<file path="src/rtl/card_reader_if.sv">
// card_reader_if: deserialises the card's serial PIN frame, checks even parity and drives the eject motor.
// Define CARD_READER_SYNC_EN to synchronise the reader inputs and edge-detect card_strobe.
module card_reader_if #(
  parameter int PIN_WIDTH      = 4,
  parameter int TIMEOUT_CYCLES = 1000,
  parameter int EJECT_CYCLES   = 50
) (
  input  logic                 clk,
  input  logic                 rst_n,
  input  logic                 card_present,
  input  logic                 card_strobe,
  input  logic                 card_data,
  input  logic                 card_spell_out,
  output logic                 insert,
  output logic [PIN_WIDTH-1:0] input_card_pin,
  output logic                 eject_motor,
  output logic                 read_error
);
  localparam int TW = $clog2(TIMEOUT_CYCLES) + 1;
  localparam int EW = $clog2(EJECT_CYCLES) + 1;
  localparam int BW = $clog2(PIN_WIDTH) + 1;
  localparam logic [TW-1:0] TIMER_LAST = TW'(TIMEOUT_CYCLES - 1);
  localparam logic [TW-1:0] TIMER_MAX  = TW'(TIMEOUT_CYCLES);
  localparam logic [EW-1:0] EJECT_LAST = EW'(EJECT_CYCLES - 1);
  localparam logic [EW-1:0] EJECT_MAX  = EW'(EJECT_CYCLES);
  localparam logic [BW-1:0] BIT_LAST   = BW'(PIN_WIDTH - 1);

  typedef enum logic [2:0] {
    ST_IDLE       = 3'd0,
    ST_WAIT_START = 3'd1,
    ST_SHIFT      = 3'd2,
    ST_PARITY     = 3'd3,
    ST_LOADED     = 3'd4,
    ST_EJECT      = 3'd5,
    ST_ERROR      = 3'd6
  } state_e;

  state_e               state_q, state_d;
  logic [PIN_WIDTH-1:0] shift_q, shift_d;
  logic [PIN_WIDTH-1:0] pin_q, pin_d;
  logic [BW-1:0]        bit_cnt_q, bit_cnt_d;
  logic [TW-1:0]        timer_q, timer_d;
  logic [EW-1:0]        eject_cnt_q, eject_cnt_d;
  logic                 insert_q, insert_d;
  logic                 eject_q, eject_d;
  logic                 error_q, error_d;
  logic                 present_s, strobe_s, data_s;
  logic                 timed_s, timeout_s;

  function automatic logic parity_ok(input logic [PIN_WIDTH-1:0] data, input logic par);
    return ~((^data) ^ par);
  endfunction

`ifdef CARD_READER_SYNC_EN
  logic [1:0] present_sync_q, strobe_sync_q, data_sync_q;
  logic       strobe_prev_q;

  // Two-flop synchronisers plus strobe rising-edge history
  always_ff @(posedge clk or negedge rst_n) begin
    if (!rst_n) begin
      present_sync_q <= 2'b00;
      strobe_sync_q  <= 2'b00;
      data_sync_q    <= 2'b00;
      strobe_prev_q  <= 1'b0;
    end else begin
      present_sync_q <= {present_sync_q[0], card_present};
      strobe_sync_q  <= {strobe_sync_q[0], card_strobe};
      data_sync_q    <= {data_sync_q[0], card_data};
      strobe_prev_q  <= strobe_sync_q[1];
    end
  end

  assign present_s = present_sync_q[1];
  assign strobe_s  = strobe_sync_q[1] & ~strobe_prev_q;
  assign data_s    = data_sync_q[1];
`else
  assign present_s = card_present;
  assign strobe_s  = card_strobe;
  assign data_s    = card_data;
`endif

  // Next-state, datapath and registered-output decode
  always_comb begin
    state_d     = state_q;
    shift_d     = shift_q;
    bit_cnt_d   = bit_cnt_q;
    pin_d       = pin_q;
    timer_d     = '0;
    eject_cnt_d = '0;
    timed_s     = (state_q == ST_WAIT_START) || (state_q == ST_SHIFT) || (state_q == ST_PARITY);
    timeout_s   = timed_s && !strobe_s && (timer_q == TIMER_LAST);

    // A strobe restarts the inter-bit timer even when its data is ignored
    if (!timed_s || strobe_s) begin
      timer_d = '0;
    end else if (timer_q == TIMER_MAX) begin
      timer_d = timer_q;
    end else begin
      timer_d = timer_q + TW'(1);
    end

    case (state_q)
      ST_IDLE: begin
        shift_d   = '0;
        bit_cnt_d = '0;
        if (present_s) state_d = ST_WAIT_START;
        else           state_d = ST_IDLE;
      end
      ST_WAIT_START: begin
        if (strobe_s && data_s) begin
          state_d   = ST_SHIFT;
          shift_d   = '0;
          bit_cnt_d = '0;
        end else if (timeout_s) begin
          state_d = ST_ERROR;
        end else begin
          state_d = ST_WAIT_START;
        end
      end
      ST_SHIFT: begin
        if (strobe_s) begin
          shift_d   = {shift_q[PIN_WIDTH-2:0], data_s};
          bit_cnt_d = bit_cnt_q + BW'(1);
          if (bit_cnt_q == BIT_LAST) state_d = ST_PARITY;
          else                       state_d = ST_SHIFT;
        end else if (timeout_s) begin
          state_d = ST_ERROR;
        end else begin
          state_d = ST_SHIFT;
        end
      end
      ST_PARITY: begin
        if (strobe_s) begin
          if (parity_ok(shift_q, data_s)) begin
            state_d = ST_LOADED;
            pin_d   = shift_q;
          end else begin
            state_d = ST_ERROR;
          end
        end else if (timeout_s) begin
          state_d = ST_ERROR;
        end else begin
          state_d = ST_PARITY;
        end
      end
      ST_LOADED: begin
        if (card_spell_out) state_d = ST_EJECT;
        else                state_d = ST_LOADED;
      end
      ST_EJECT: begin
        if (eject_cnt_q == EJECT_LAST) state_d = ST_IDLE;
        else                           state_d = ST_EJECT;
      end
      ST_ERROR: begin
        state_d = ST_ERROR;
      end
      default: begin
        state_d = ST_IDLE;
      end
    endcase

    // Card removal outranks strobe, timeout and eject request
    if ((state_q != ST_IDLE) && !present_s) begin
      state_d   = ST_IDLE;
      shift_d   = '0;
      bit_cnt_d = '0;
      timer_d   = '0;
    end else begin
      state_d = state_d;
    end

    if (state_d == ST_IDLE) pin_d = '0;
    else                    pin_d = pin_d;

    if (state_d != state_q) begin
      eject_cnt_d = '0;
    end else if ((state_q == ST_EJECT) || (state_q == ST_ERROR)) begin
      if (eject_cnt_q == EJECT_MAX) eject_cnt_d = eject_cnt_q;
      else                          eject_cnt_d = eject_cnt_q + EW'(1);
    end else begin
      eject_cnt_d = '0;
    end

    insert_d = (state_d == ST_LOADED);
    error_d  = (state_d == ST_ERROR);
    eject_d  = (state_d == ST_EJECT) || ((state_d == ST_ERROR) && (eject_cnt_d != EJECT_MAX));
  end

  // State, datapath and output registers
  always_ff @(posedge clk or negedge rst_n) begin
    if (!rst_n) begin
      state_q     <= ST_IDLE;
      shift_q     <= '0;
      pin_q       <= '0;
      bit_cnt_q   <= '0;
      timer_q     <= '0;
      eject_cnt_q <= '0;
      insert_q    <= 1'b0;
      eject_q     <= 1'b0;
      error_q     <= 1'b0;
    end else begin
      state_q     <= state_d;
      shift_q     <= shift_d;
      pin_q       <= pin_d;
      bit_cnt_q   <= bit_cnt_d;
      timer_q     <= timer_d;
      eject_cnt_q <= eject_cnt_d;
      insert_q    <= insert_d;
      eject_q     <= eject_d;
      error_q     <= error_d;
    end
  end

  assign insert         = insert_q;
  assign input_card_pin = pin_q;
  assign eject_motor    = eject_q;
  assign read_error     = error_q;

endmodule
</file>
<file path="config.mk">
export PLATFORM = sky130hd
export DESIGN_NAME = card_reader_if
export DESIGN_NICKNAME = d
export VERILOG_FILES = /design/src/rtl/card_reader_if.sv
export SDC_FILE = /design/constraint.sdc
export NUM_CORES = 1
export LEC_CHECK = 0
export CORE_ASPECT_RATIO = 0.5
export CORE_UTILIZATION = 40
export CTS_CLUSTER_DIAMETER = 60
export DETAILED_ROUTE_END_ITERATION = 7
export SYNTH_ARGS = -nofsm -noshare
export SYNTH_HDL_FRONTEND = slang
export SYNTH_SLANG_ARGS = --single-unit
export TNS_END_PERCENT = 20
</file>
<file path="constraint.sdc">
create_clock -name clk -period 1.8 [get_ports clk]
set_input_delay 0.36 -clock clk [delete_from_list [all_inputs] [get_ports clk]]
set_output_delay 0.36 -clock clk [all_outputs]
set_load 0.02 [all_outputs]
</file>
# Word-level counts from Yosys, hierarchy flattened
# Cells that the tools add are included.
[word_totals]
n_memories = 0
rom_bits = 0
latchBits = 0
wordCells = 86
in_bits = 6
reg_bits = 35
ramBits = 0
out_inout_bits = 7
[op_classes]
n_mux = 31
eq_ne = 20
shift = 0
mul = 0
bitwise = 1
add_sub_neg = 3
n_lt_le_gt_ge = 0
n_reduce_logical = 22
div = 0
[ops]
columns = ["operator", "count"]
rows = [
  ["$mux W11", 3],
  ["$mux W3", 11],
  ["$mux W4", 7],
  ["$eq A11 B10 Y1 const B", 2],
  ["$mux W7", 3],
  ["$pmux W3 S7", 1],
  ["$eq A3 B3 Y1 const B", 6],
  ["$eq A7 B6 Y1 const B", 2],
  ["$pmux W4 S3", 1],
  ["$add A11 B1 Y11 const B", 1],
  ["$eq A3 B2 Y1 const B", 3],
  ["$pmux W3 S3", 1],
  ["$add A7 B1 Y7 const B", 1],
  ["$ne A7 B6 Y1 const B", 1],
  ["$logic_not A3 Y1", 2],
  ["$ne A3 B2 Y1 const B", 2],
  ["$reduce_and A3 Y1", 2],
  ["$logic_and A1 B1 Y1", 5],
  ["$logic_or A1 B1 Y1", 5],
  ["$reduce_bool A2 Y1", 2],
  ["$reduce_bool A4 Y1", 1],
  ["$reduce_xor A4 Y1", 1],
  ["$add A3 B1 Y3 const B", 1],
  ["$eq A3 B1 Y1 const B", 1],
  ["other kinds (8)", 12],
]

# Longest topological paths before layout
# Gate-level depths: netlist of the first run.
[depth]
ltp_word = 14
depth_mapped = 8

# Worst setup path after synthesis of the first run
# No wires, ideal clock.
[synth_path]
path_type = "register to register"
startpoint = "register eject_cnt_q[0]"
endpoint = "register eject_q, in the netlist eject_motor"
setup_slack_ns = -0.141
t_arrival_ns = 1.818
path_stages_with_launch = 9
period_less_slack_ns = 1.941
path_buffers = 0
cell_sequence = "dfrtp_1 -> inv_1 -> ha_1 -> or4b_4 -> o211ai_2 -> maj3_1 -> a22o_1 -> and4_1 -> o31ai_2"
[synth_between]
elab_chain_len = 9
word_cells_on_any_way = 15
classes_between = "add/sub: 1; eq/ne: 6; mux: 6; reduce/logical: 2"
[synth_lines]
columns = ["element", "line", "text"]
rows = [
  ["start: declaration", "43", "logic [EW-1:0] eject_cnt_q, eject_cnt_d;"],
  ["start signal: assignment", "207", "eject_cnt_q <= eject_cnt_d;"],
  ["$eq A7 B6 Y1", "151", "if (eject_cnt_q == EJECT_LAST) state_d = ST_IDLE;"],
  ["$mux W3", "151", ""],
  ["$pmux W3 S7", "102", "case (state_q)"],
  ["$mux W3", "163", "if ((state_q != ST_IDLE) && !present_s) begin"],
  ["$ne A3 B3 Y1", "175", "if (state_d != state_q) begin"],
  ["$mux W7", "175", ""],
  ["$ne A7 B6 Y1", "186", "eject_d = (state_d == ST_EJECT) || ((state_d == ST_ERROR) && (eject_cnt_d != EJECT_MAX));"],
  ["$logic_and A1 B1 Y1", "186", ""],
  ["$logic_or A1 B1 Y1 *", "186", ""],
  ["named net eject_d", "45", "logic eject_q, eject_d;"],
  ["end signal: assignment", "209", "eject_q <= eject_d;"],
  ["end: declaration", "45", ""],
]
# Mark *: on every way through the listed nets, which the timed path passes. The rest lies on a longest branch.
# A chain may end at the register's enable or synchronous reset.

# Worst setup path in the final report of the first run
# Same ends and word-level chain as after synthesis.

==> results of run 1 <==
==> layout by cell type, fill, tap and decap left out, types with 3 or more instances in the layout <==
master and n:
a21oi_1 10, nor3_2 3, nor2_1 28, dfrtp_1 34, and3_1 6, nand2_1 13
a31oi_1 3, inv_1 18, clkbuf_8 5, xnor2_1 6, xor2_1 12, nor3_1 3
nand3_1 14, ha_1 7, o21ai_0 10, nand4_1 3, clkdlybuf4s50_1 12, buf_4 54
==> registers in the layout, indices dropped and copies added (netlist names) <==
name            flops
bit_cnt_q           3
eject_cnt_q         7
eject_motor         1
input_card_pin      4
insert              1
read_error          1
shift_q             4
state_q             3
timer_q            11
==> routing by layer <==
layer  vias to the layer above  global-route usage, %  part of all wire [%]
met5                         -                      0                     0
met4                         0                   7.75                   1.4
met3                         8                   4.40                   3.9
met2                        31                   34.9                    46
met1                       852                   27.3                    49
li1                        912                      -                     -
==> layout make-up <==
class,count,area share [%]
clock buffer,6,2.63
clock inverter,2,0.453
inverter,18,2.45
multi-input combinational,163,39.9
sequential,35,31.8
tap,66,2.99
timing repair buffer,67,19.8
==> final timing paths <==
path | startpoint | end | slack (ns) | depth (start not counted)
max in group asynchronous | rst_n | state_q[2] | 0.97 | 2
setup / recovery | eject_cnt_q[0] | eject_motor | -0.20 | 8
hold reg to reg | input_card_pin[0] | input_card_pin[0] | 0.53 | 2
min in group clk | input_card_pin[0] | input_card_pin[0] | 0.53 | 2
setup reg to reg | eject_cnt_q[0] | eject_motor | -0.20 | 8
hold / removal | rst_n | eject_cnt_q[5] | 0.48 | 2
==> worst register-to-register path: cells and delay by family, from the launching register on <==
family                   cells  cell delay [ns]
AND/OR/NAND/NOR              2             0.70
flip-flops                   1             0.39
buffers and inverters        1             0.06
AO/OA/AOI/OAI                3             0.39
adder cells (fa/ha/maj)      2             0.35
==> cell families after synthesis <==
family / Yosys count
fa+ha+maj: 8
xor+xnor: 19
simple gates: 90
mux: 2
buf+inv: 27
flops: 35
compound gates: 44
==> metrics by stage <==
stage / setup WS [ns] / hold WS (ns) / util [%] / TNS, ns
2_1_floorplan: -0.141 / 0.0644 / - / -0.212
3_3_place_gp: -0.401 / 0.493 / 56.2 / -7.17
5_1_grt: -0.282 / 0.552 / 59.3 / -2.44
6_report: -0.201 / 0.484 / 59.3 / -1.11
4_1_cts: -0.220 / 0.501 / 58.8 / -1.28
3_5_place_dp: -0.415 / 0.513 / 56.2 / -7.37
==> power by group <==
group / total, uW / switching, uW / internal (uW)
Sequential: 888 / 51.9 / 836
Clock: 559 / 289 / 270
Combinational: 1000 / 519 / 484
==> timing repair <==
item / 4_1_cts / 5_1_grt
endpoints found under the setup margin: 14 / 14
hold buffers: 0 / 0
hold endpoints to repair: 0 / 0
gates resized for setup: 7 / 6
pin swaps: 11 / 2
buffers inserted: 2 / 0
==> results.md, run 1 <==
- TritonCTS created 5 clock buffers.
- The average detailed-routed wire length per instance is 13.2 um.
- Buffers placed on the I/O ports in this run total 12.
- The number of vias per cell after detailed routing is 5.05.
- Setup repair after global routing could not meet its margin everywhere.
- The final route contains roughly 1.8k vias.
- By instance count, the leading cell after synthesis is dfrtp_1.
- The cell type with the largest total area after synthesis is dfrtp_1.
- After detailed placement, the total cell area comes to 2620 um2.
- The fraction of the mapped netlist area in simple logic gates is a little under a quarter.
- For this run, the leading register cell type out of synthesis is dfrtp_1.
- The initial antenna violation count is 0.
- The cell family contributing the most delay on the critical path is simple AND/OR/NAND/NOR gates.
- The checks that failed: negative setup slack.
- Power comes to roughly 2400 uW.
- In this run, distinct cell masters in the synthesized netlist total 50.
- The clock tree root buffer cell is clkbuf_8.
- The cell at the slowest stage of the critical path is or4b_4.
- The overflow left after global routing is 0.
- The flow ran to the end, but the final reports show violations.
- Counting along the longest clock path gives a buffer depth of 2.
- The proportion of netlist area held by the largest area contributor is 42.8%.
- The via count of the first global-routing pass was around 1.8k.
- Row generation in the floorplan step produced 17 rows.
- Summing the areas of all compound-gate instances in the mapped netlist gives between 10% and 20% of the synthesized area.
- The first global-routing pass estimated 8290 um of wire.
- The combined global-route utilization of all metal layers is 21.0%.
- By count the netlist is led by dfrtp_1, nor2_1, inv_1.
- In this design, the stage delay of the slowest critical-path cell is around 0.47 ns.
- The largest net degree at the start of global routing is 36.
- For this run, the number of standard cells in the final layout without fillers is approximately 360.
- Of the cells placed in the final design, the portion with a size suffix greater than 1 is between 20% and 30%.
- Summing the areas of all fa, ha and maj instances in the mapped netlist gives between 4 and 5% of the synthesized area.
- The synthesized netlist devotes under 10% of its cell area to XOR and XNOR gates.
- The total of max-cap violations is 0.
- In this run, placement finished with an instance count of 347.
- The TritonCTS clock tree is built.
- The power density over cell area is between 800 and 900 nW/um2.
- The total length of routed wires is around 4700 um.
- The worst-skew pair later-pin latency is between 0.2 and 0.3 ns.
- After routing the design area is around 2800 um2.
- After synthesis, flip-flops and latches occupy between 40% and 50% of the total area.
- The count of nets left with antenna violations once routing finished came out at 0.
- The signal on the critical path passes through inv_1, ha_1, or4b_4, o211ai_2, maj3_1, a22o_1, and4_4, o31ai_2.
- STA puts the critical path data arrival time at around 2.2 ns.
- The worst-case IR drop observed on VDD is 0.000337 V.
- After clock tree synthesis, the clock-pin slew on the worst setup and hold paths is around 0.07 ns.
- The area overhead of the layout relative to synthesis is 34.8%.
- The final-report max-slew violation count is 0.
- The area of the die is 5420 um2.
- The final critical-path share of the clock period is 111%.
- For the pin with the worst max-slew slack, the measured transition is about 0.45 ns.
- The combinational family with the most area after synthesis is simple AND/OR/NAND/NOR gates.
- For this block, the initial DRC count from the detailed router was ~90.
- The final number of hold-violating endpoints is 0.
- After detailed routing, the number of remaining DRC violations is 0.
- The count of final setup violators is 12.
- The synthesized instance count is 225.
- The number of placed I/O pins is 13.
- The antenna diode count is 0.
- After floorplanning, the core was sized to cover ~4700 um2.
- In this run the horizontal extent of the chip is about 100 um.
- The multi-input gate area in the final layout is around 1100 um2.
- The routed design could run at a clock period as short as about 2 ns.
- The worst pin sits at a relative slew slack of about 70%.
- The synthesized netlist occupies a cell area of approximately 2000 um2.
- The final worst setup slack is -0.201 ns.
- Based on the critical path, the design can be clocked at up to approximately 500 MHz.
- The worst setup path is of the register to register kind.
- The number of filler cells placed in the layout is 405.
- After synthesis the netlist holds a flip-flop and latch count of 35.
- The nature of the critical path startpoint is a register.
- The fraction of synthesis flops using an asynchronous set or reset pin is between 90% and 100%.
- In this run the vertical extent of the chip is 52.6 um.
- The net count of the finished layout is roughly 300.
- A synthesized cell averages between 9 and 10 um2.
- Routability-driven placement finished with a final weighted congestion of around 0.86.
- The worst-path maximum fanout is 2.
- Measured against the total synthesized area, the mux share comes to less than 1%.
- The number of levels in the clock H-tree is 2.
- Summed over all cells, the static leakage comes to 0.00120 uW.
- The kind of capture point of the worst setup path is a register.
- The tightest min-delay check is of the input pin to asynchronous set/reset pin type.
- For this configuration, the core starts out at a cell density of about 44%.
- The required arrival time at the worst endpoint is 1.98 ns.
- In the post-synthesis netlist, the biggest area contributors are dfrtp_1, nor2_1, xor2_1.
- The number of enable flip-flop cells after synthesis is 0.
- The detailed-routing iteration count for the pre-antenna-repair pass is 4.
- The number of warnings reported in the yosys synthesis log is 0.
- The clock arrives with between 0.008 and 0.009 ns of skew.
- The number of buffers and inverters on the critical path is 1.
- In the final layout, flip-flops and latches occupy between 800 and 900 um2.
- For this design, the sink count on the clock tree is 35.
- The placed wire-length estimate is ~3500 um.
- The number of nets handed over by synthesis was between 200 and 250.
(Power assumes the default switching activity.)
==> run 2: changes to the inputs <==
- clock period: 1.8 -> 1.9 ns (I/O delays scaled with it)
==> results.md, run 2 (synthesis results as in run 1) <==
- The total number of vias is 1796 (-0.39%).
- The number of nets in the final layout is 292 (-3.6%).
- The nature of the critical path startpoint is a register.
- The maximum clock skew at final layout is 0.0108 ns (+0.00213 ns).
- In this run the worst hold path is classified as register to register.
- The cell at the slowest stage of the critical path is or4b_4.
- The global routing's busiest layer is met2.
- The required arrival time at the worst endpoint is 2.08 ns (+0.10 ns).
- The quantity of hold-fixing buffers added after cts was 0 (unchanged).
- The number of placed I/O pins is 13 (unchanged).
- The worst-case vdd ir drop was 0.000351 V (+4.2%).
- The combined global-route utilization of all metal layers is 19.7% (-1.3 points).
- The global-route wire length before repair is 7760 um (-6.4%).
- The number of buffers and inverters on the critical path is 1 (unchanged).
- The net switching power is 831 uW (-3.3%).
- The placed wire-length estimate was 3450 um (-2.7%).
- The data arrival time at the worst-slack endpoint is 2.20 ns (+0.02 ns).
- The fraction of final layout cells with drive strength greater than 1 was 25.7% (-1.4 points).
- The number of buffers added by the clock tree synthesis step is 5 (unchanged).
- The setup slack of the most critical reg-to-reg path came to -0.12 ns (+0.08 ns).
- The detailed-routing iteration count for the pre-antenna-repair pass was 4 (unchanged).
- The worst-path maximum fanout came to 2 (unchanged).
- The final estimated routing congestion in global placement was 0.861 (+0.24%).
- The final worst setup slack is -0.122 ns (+0.0785 ns).
- The worst-skew pair later-pin latency is 0.30 ns (about the same).
- The relative slew slack was 69.0% (-1.0 points).
- The power density over cell area is 905 nW/um2 (+1.9%).
- The kind of capture point of the worst setup path is a register.
- The number of filler cells placed in the layout is 398 (-1.7%).
- The worst reg2reg path endpoint is eject_motor.
- The number of design rule violations left after detail routing is 0 (unchanged).
- The antenna diode count is 0 (unchanged).
- The largest net degree at the start of global routing is 36 (unchanged).
- Walking the worst path, the cells encountered are inv_1, ha_1, or4b_4, o211ai_4, maj3_2, a22o_1, and4_4, o31ai_4.
- The instance count on the critical path is 8 (unchanged).
- The critical path class is register to register.
- The number of standard-cell rows in the floorplan came to 17 (unchanged).
- The starting utilization of the core area is 43.9% (unchanged).
- In this run the worst setup path begins at eject_cnt_q[0].
- The maximum count of clock buffers along a single path came to 2 (unchanged).
- The post-route standard cell area excluding fillers was 2730 um2 (-1.0%).
- The post-route total power is 2470 uW (+0.92%).
- The total of max-cap violations is 0 (unchanged).
- The via count of the first global-routing pass is 1695 (-5.9%).
- The area of the die is 5420 um2 (unchanged).
- The average detailed-routed wire length per instance is 13.8 um (+3.9%).
- The horizontal die dimension was 103 um (unchanged).
- The met2 layer usage reported by global route is 31.6% (-3.3 points).
- The die span in y was 52.6 um (unchanged).
- The number of flip-flops in the largest register was 11 (unchanged).
- The TritonCTS clock tree is built.
- The clock-pin slew on the worst setup and hold paths came to 0.08 ns (about the same).
- The clock group share of total power came to 28.6% (+5.8 points).
- The initial antenna violation count is 0 (unchanged).
- The number of levels in the clock H-tree is 2 (unchanged).
- The overflow left after global routing is 0 (unchanged).
- The combinational cell fraction of total power is 37.7% (-3.2 points).
- The global-route met1 utilization is 25.5% (-1.8 points).
- The part of the power in registers is 33.7% (-2.5 points).
- The final reports fail on negative setup slack.
- The number of vias per cell after detailed routing was 5.19 (+2.8%).
- Leaving out fill and tap cells, the most frequent cells in the layout are buf_4, dfrtp_1, nor2_1, inv_1, nand3_1.
- The area growth from synthesis to layout is 33.5%.
- The count of final setup violators is 7 (-5).
- The transition time at the pin with the least slew margin is 0.465 ns (+0.0150 ns).
- The met3 track demand over resource is 5.20% (+0.80 points).
- The total number of clock tree sinks is 35 (unchanged).
- Setup repair after global routing could not meet its margin everywhere.
- The destination of the critical timing path is eject_motor.
- The largest delay contributor family on the critical path is simple AND/OR/NAND/NOR gates.
- The final number of hold-violating endpoints is 0 (unchanged).
- The clock period minus worst slack was 2.02 ns (+0.0215 ns).
- The floorplan core area is 4660 um2 (unchanged).
- The static leakage was 0.00117 uW (-3.1%).
- The final critical-path share of the clock period was 106% (-4.7 points).
- The switching power as a share of total power is 33.6% (-1.5 points).
- The library cell used most frequently in the layout, excluding fill and tap cells, is buf_4.
- In the final layout, the registers with the most flip-flops are timer_q (11), eject_cnt_q (7).
- The clock tree root buffer cell is clkbuf_8.
- The worst reg-to-reg path cell count is 8 (unchanged).
- The post-detailed-route count of antenna-violating nets is 0 (unchanged).
- The worst register-to-register path begins at eject_cnt_q[0].
- More flip-flops sit in one register than any other, and that register is timer_q.
- The total length of routed wires is 4760 um (+0.66%).
- The count of input and output buffers is 12 (unchanged).
- The final-report max-slew violation count is 0 (unchanged).
- The number of design-rule violations left by the first detailed-router iteration is 64 (-27%).
- The maximum clock rate came to 495 MHz (-1.1%).
- The stage delay of the slowest cell on the critical path is 0.49 ns (+0.02 ns).
- The design internal power is 1640 uW (+3.2%).
- The run finished, with violations left.
- The placed standard-cell area is 2510 um2 (-3.9%).
## run 2: changes by cell type in the layout (fill, tap and decap cells not counted), sizes merged
cell,before,now
buf,55,44
bufinv,0,1
clkdlybuf4s50,12,11
clkinvlp,1,0
dlygate4sd2,0,1
## run 2: per-layer routing
| metal | vias up | share of wire, % | routed length, um |
|---|---|---|---|
| met5 | - | 0 | 0 |
| met4 | 0 | 1.3 | 60 |
| met3 | 6 | 4.4 | 208 |
| met2 | 25 | 45 | 2140 |
| met1 | 870 | 49 | 2350 |
| li1 | 895 | - | - |
## run 2: how the worst min path moves through the flow
stage / startpoint / to / slack [ns] / cells after the start
after floorplan: rst_n / bit_cnt_q[0] / 0.08 / 0
after global placement: bit_cnt_q[0] / bit_cnt_q[0] / 0.47 / 1
after detailed placement: bit_cnt_q[0] / bit_cnt_q[0] / 0.49 / 1
after CTS: bit_cnt_q[0] / bit_cnt_q[0] / 0.50 / 1
after global routing: bit_cnt_q[0] / bit_cnt_q[0] / 0.51 / 1
final: bit_cnt_q[0] / bit_cnt_q[0] / 0.49 / 1
## run 2: through the flow
step / hold WS, ns / setup TNS (ns) / utilization (%) / setup slack (ns) / std cells
finish: 0.489 / -0.244 / 58.7 / -0.122 / 346
detailed placement: 0.486 / -4.95 / 54.0 / -0.338 / 335
floorplan: 0.0844 / -0.0409 / - / -0.0409 / 225
CTS: 0.497 / -0.406 / 56.7 / -0.151 / 344
global placement: 0.472 / -4.81 / 54.0 / -0.319 / 335
global route: 0.507 / -1.13 / 58.7 / -0.198 / 346
## run 2: timing repair
action / 4_1_cts / 5_1_grt
pin swaps: 4 / 12
endpoints found under the setup margin: 5 / 13
resized for setup: 3 / 17
setup buffers: 1 / 2
## run 2: power by group through the flow
stage	clock (uW)	combinational [uW]	sequential (uW)
2_1_floorplan	0	466	865
6_report	707	931	834
4_1_cts	727	833	832
3_3_place_gp	0	815	846
5_1_grt	758	1020	839
3_5_place_dp	0	821	848
## run 2: cell type report
class / instances / area, um2 / share of cell area, %
Clock buffer: 6 / 82.6 / 3.02
Clock inverter: 2 / 35.0 / 1.28
Inverter: 18 / 67.6 / 2.47
Multi-Input combinational cell: 163 / 1140 / 41.7
Sequential cell: 35 / 876 / 32.1
Tap cell: 66 / 82.6 / 3.02
Timing Repair Buffer: 56 / 449 / 16.4
